==> src/rtl/reset_seq_pkg.sv <==
// Shared types and default timing constants for the reset release sequencer.
package reset_seq_pkg;

  localparam int DEF_SYNC_STAGES = 3;
  localparam int DEF_STAGE_DELAY = 16;

  typedef enum logic [2:0] {
    HOLD        = 3'd0,
    WAIT_PERIPH = 3'd1,
    WAIT_TILE   = 3'd2,
    WAIT_CORE   = 3'd3,
    RUN         = 3'd4
  } seq_state_e;

endpackage

==> src/rtl/reset_release_sequencer_sync.sv <==
// reset_sync: async-assert, sync-deassert chain; sync_ok rises on the
// SYNC_STAGES-th rising edge after reset_n is released.
module reset_sync
  import reset_seq_pkg::*;
#(
  parameter int SYNC_STAGES = DEF_SYNC_STAGES
) (
  input  logic clock,
  input  logic reset_n,
  output logic sync_ok
);

  logic [SYNC_STAGES-1:0] sync_pipe;

  always_ff @(posedge clock or negedge reset_n) begin
    if (!reset_n) sync_pipe <= '0;
    else          sync_pipe <= {sync_pipe[SYNC_STAGES-2:0], 1'b1};
  end

  assign sync_ok = sync_pipe[SYNC_STAGES-1];

endmodule

==> src/rtl/reset_release_sequencer.sv <==
// Releases periph, tile, core resets in order, STAGE_DELAY cycles apart.
// RESET_SEQ_DEBUG_HOLD_EN adds debug_hold to park the sequence in WAIT_CORE.
module reset_release_sequencer
  import reset_seq_pkg::*;
#(
  parameter int SYNC_STAGES = DEF_SYNC_STAGES,
  parameter int STAGE_DELAY = DEF_STAGE_DELAY
) (
  input  logic clock,
  input  logic reset_n,
  input  logic soft_reset_req,
  output logic periph_reset,
  output logic tile_reset,
  output logic core_reset,
  output logic reset_done
`ifdef RESET_SEQ_DEBUG_HOLD_EN
  ,
  input  logic debug_hold
`endif
);

  localparam int CW = $clog2(STAGE_DELAY + 1);
  localparam logic [CW-1:0] CNT_LAST = CW'(STAGE_DELAY - 1);
  localparam logic [CW-1:0] CNT_SAT  = CW'(STAGE_DELAY);
  localparam logic [CW-1:0] CNT_ONE  = CW'(1);

  logic          sync_ok;
  seq_state_e    state, state_nx;
  logic [CW-1:0] cnt, cnt_nx;
  logic          periph_nx, tile_nx, core_nx, done_nx;
  logic          core_go;

  reset_sync #(.SYNC_STAGES(SYNC_STAGES)) u_sync (
    .clock   (clock),
    .reset_n (reset_n),
    .sync_ok (sync_ok)
  );

  // Leaving WAIT_CORE: normally at the last count; with debug hold the
  // counter may sit saturated until the hold drops.
`ifdef RESET_SEQ_DEBUG_HOLD_EN
  assign core_go = ((cnt == CNT_LAST) || (cnt == CNT_SAT)) && !debug_hold;
`else
  assign core_go = (cnt == CNT_LAST);
`endif

  always_comb begin
    state_nx  = state;
    cnt_nx    = cnt;
    periph_nx = periph_reset;
    tile_nx   = tile_reset;
    core_nx   = core_reset;
    done_nx   = reset_done;
    case (state)
      HOLD: begin
        if (sync_ok) begin
          state_nx = WAIT_PERIPH;
          cnt_nx   = '0;
        end
      end
      WAIT_PERIPH: begin
        if (cnt == CNT_LAST) begin
          periph_nx = 1'b0;
          state_nx  = WAIT_TILE;
          cnt_nx    = '0;
        end else begin
          cnt_nx = cnt + CNT_ONE;
        end
      end
      WAIT_TILE: begin
        if (cnt == CNT_LAST) begin
          tile_nx  = 1'b0;
          state_nx = WAIT_CORE;
          cnt_nx   = '0;
        end else begin
          cnt_nx = cnt + CNT_ONE;
        end
      end
      WAIT_CORE: begin
        if (core_go) begin
          core_nx  = 1'b0;
          done_nx  = 1'b1;
          state_nx = RUN;
          cnt_nx   = '0;
        end else if (cnt == CNT_LAST || cnt == CNT_SAT) begin
          cnt_nx = CNT_SAT;
        end else begin
          cnt_nx = cnt + CNT_ONE;
        end
      end
      RUN: begin
        // Soft reset restarts tile and core only; periph stays released.
        if (soft_reset_req) begin
          tile_nx  = 1'b1;
          core_nx  = 1'b1;
          done_nx  = 1'b0;
          state_nx = WAIT_TILE;
          cnt_nx   = '0;
        end
      end
      default: begin
        periph_nx = 1'b1;
        tile_nx   = 1'b1;
        core_nx   = 1'b1;
        done_nx   = 1'b0;
        state_nx  = HOLD;
        cnt_nx    = '0;
      end
    endcase
  end

  always_ff @(posedge clock or negedge reset_n) begin
    if (!reset_n) begin
      state        <= HOLD;
      cnt          <= '0;
      periph_reset <= 1'b1;
      tile_reset   <= 1'b1;
      core_reset   <= 1'b1;
      reset_done   <= 1'b0;
    end else begin
      state        <= state_nx;
      cnt          <= cnt_nx;
      periph_reset <= periph_nx;
      tile_reset   <= tile_nx;
      core_reset   <= core_nx;
      reset_done   <= done_nx;
    end
  end

endmodule

==> config.mk <==
export PLATFORM = sky130hd
export DESIGN_NAME = reset_release_sequencer
export DESIGN_NICKNAME = d
export VERILOG_FILES = /design/src/rtl/reset_seq_pkg.sv /design/src/rtl/reset_release_sequencer_sync.sv /design/src/rtl/reset_release_sequencer.sv
export SDC_FILE = /design/constraint.sdc
export NUM_CORES = 1
export LEC_CHECK = 0
export ABC_CLOCK_PERIOD_IN_PS = 2500
export BUFFER_PORTS_ARGS = -buffer_cell sky130_fd_sc_hd__buf_4
export CAP_MARGIN = 5
export CORE_MARGIN = 8
export CORE_UTILIZATION = 45
export DETAILED_ROUTE_END_ITERATION = 8
export PLACE_DENSITY_LB_ADDON = 0.05
export SETUP_SLACK_MARGIN = 0.02
export SLEW_MARGIN = 20
export SYNTH_ARGS = -nofsm -noshare
export SYNTH_HDL_FRONTEND = slang
export SYNTH_SLANG_ARGS = --single-unit
==> constraint.sdc <==
create_clock -name clock -period 2.5 [get_ports clock]
set_input_delay 0.5 -clock clock [delete_from_list [all_inputs] [get_ports clock]]
set_output_delay 0.5 -clock clock [all_outputs]
set_load 0.005 [all_outputs]
==> reports/metrics.cfg <==
[die]
die-area_sq_um = 3400
ios = 7
core-area_sq_um = 1710
initial_core_util_pct = 47.1
die_width_um = 58.3
placementRows = 15
die_y_um = 58.3

[logic_synthesis]
yosys.cell_types.count = 32
netlist_instances = 79
ys_top_cells_by_area = dfrtp_1, dfstp_2, ha_1
synth-seq-cells = 15
netlist.area_leader.share_pct = 37.3
syn_nets = 86
ys_warn_count = 0
syn-cell-area_sq_um = 805
syn_avg_cell_area_sq_um = 10.2
yosysTopAreaCell = dfrtp_1
yosysSeqAreaShare_pct = 47.1

[cts]
post_cts_buffers = 0
cts_buffer_depth = 2
clkLatencyLatePin_ns = 0.28
ctsHoldBuffers = 0
cts_buffers = 3
clk_pin_slew_ns = 0.10
cts-resized-gates = 0
cts-htree-levels = 1
clock_sinks = 15
cts_root_buffer = clkbuf_4
cts_tree = done

[power_and_ir_drop]
p_per_area_nw_per_um2 = 1120
p_leak_nw = 0.385
vdd.ir_drop.worst_v = 0.000496

[sta]
setup_tns_ns = 0
post-route-min-period_ns = 1.96
slew_headroom_pct = 66.3
setup_viol = 0
setup_slack_ns = 0.541
rsz0062_at_grt = false
fmax_ghz = 0.510
worstMarginPinSlew_ns = 0.506
whs_ns = 0.0445
hold_viol_final = 0
post-route-period-util_pct = 78.4
slew_viol_final = 0
skew_ns = 0.00592

[cells_and_area]
area_delta_synth_final_pct = 10.4
layout.nets = 93
antennaDiodeCount = 0
drive_gt1_share_pct = 22.4
multiInputGateArea_sq_um = 387
fill_cells = 162
seqCellArea_sq_um = 379

[global_routing]
grt_util_all_layers_pct = 10.3
antenna_found_initial = 0
grtUsageMet2_pct = 15.0
use_met3_pct = 2.65
grt_first_pass_wirelength_um = 2640
use_met1_pct = 12.8
gr-total-overflow = 0
grt_pass1_vias = 587
top_usage_layer = met2
grt_max_degree = 17

[routing]
post_drt_via_cell_ratio = 5.26
finalWirelength_um = 1510
dr.pass1.iters = 4
vias = 579
routedWlPerCell_um = 13.7
ant_nets = 0
drc = 0
drt_iter0_drc = 8

[placement]
preCtsSetupSlack_ns = 0.566
io_buffers = 6
gp_congestion = 0.762
hpwl_um = 1050

[worst_setup_path]
end_kind = flip-flop
critPathMaxFanout = 9
path_class = reg -> reg
worstSetupStartpointType = flip-flop
crit_required_ns = 2.71
arrival_ns = 2.17

[worst_hold_path]
holdCritPathClass = in -> async

[flow_run]
maxCapViolCount = 0

[status]
status = finished, final reports clean

-- worst paths after layout --
kind | startpoint | end | slack [ns] | cells past startpoint
setup / recovery | cnt[0] | cnt[3] | 0.54 | 7
hold / removal | reset_n | state[1] | 0.04 | 1
setup reg to reg | cnt[0] | cnt[3] | 0.54 | 7
hold reg to reg | u_sync.sync_pipe[1] | u_sync.sync_pipe[2] | 0.36 | 0
max in group asynchronous | reset_n | core_reset | 2.21 | 1
min in group clock | u_sync.sync_pipe[1] | u_sync.sync_pipe[2] | 0.36 | 0
-- cell type report --
type / count / share of cell area (%)
clock buffers: 3 / 2.54
repair buffers: 6 / 5.07
well taps: 25 / 3.52
clock inverters: 1 / 0.563
flip-flops and latches: 15 / 42.7
inverters: 5 / 2.11
multi-input cells: 55 / 43.5
-- per-layer routing --
metal	part of all wire (%)	wire [um]
met5	0	0
met4	2.9	44
met3	2.5	37
met2	44	667
met1	50	756
-- cells by family after synthesis --
family | Yosys count | synth area share, %
compound gates | 20 | 18.4
fa+ha+maj | 4 | 6.22
xor+xnor | 1 | 1.09
mux | 3 | 4.20
simple gates | 26 | 17.7
flops | 15 | 47.1
buf+inv | 9 | 4.82
other cells | 1 | 0.466
-- critical path: stages (launching register included) --
cell and delay (ns):
dfrtp_1 0.43, ha_1 0.26, nand3_2 0.10, clkinv_1 0.11, ha_1 0.32, nor3_1 0.24
or3b_1 0.36, o211ai_1 0.08
-- stage by stage --
stage	total power, mW	std cells	area [sq um]	utilization [%]
floorplan	0.738	79	805	-
global placement	0.850	106	861	50.4
detailed placement	0.857	106	861	50.4
CTS	1.00	110	888	52.0
global route	1.08	110	888	52.0
finish	0.991	110	888	52.0
-- state kept, by name (all words and copies together) (netlist names) --
name	flops
state	3
tile_reset	1
reset_done	1
cnt	5
core_reset	1
u_sync.sync_pipe	3
periph_reset	1
-- cell usage in the layout, fill, tap and decap left out, drive strengths merged, types with 2 or more instances in the layout --
| master | Yosys | layout |
|---|---|---|
| inv | 4 | 4 |
| nor2 | 3 | 3 |
| o21ai | 7 | 7 |
| clkbuf | 0 | 3 |
| dfrtp | 12 | 12 |
| nor3 | 3 | 3 |
| dfstp | 3 | 3 |
| a21oi | 5 | 5 |
| buf | 4 | 6 |
| nand3 | 3 | 3 |
| ha | 4 | 4 |
| nand2 | 8 | 8 |
| clkinv | 1 | 2 |
| o22a | 2 | 2 |
| nand2b | 3 | 3 |
| mux2 | 3 | 3 |
-- power by group --
part | switching, mW | internal, mW | total (mW)
clock network | 0.0810 | 0.0594 | 0.140
registers | 0.126 | 0.349 | 0.475
logic | 0.169 | 0.207 | 0.377
-- synthesized netlist by cell type --
cell type and number:
or3b_1 1, a211o_1 1, o22a_1 2, and3_1 1
a2111oi_4 1, nor3_1 3, dfstp_2 3, nor4_1 1
mux2_2 3, nand2b_1 3, o211ai_1 1, xnor2_1 1
clkinv_1 1, o21ai_0 6, nor2b_1 1, and4bb_1 1
buf_2 4, a21oi_2 1, dfrtp_1 12, a31oi_1 1
nor2_1 3, nand3_1 2, conb_1 1, nand3_2 1
a21oi_1 4, a32o_1 1, o22ai_1 1, o21ai_1 1
inv_1 4, ha_1 4, nand2_1 8, nor3b_1 1
Note: power is estimated with default switching activity, not from simulation.
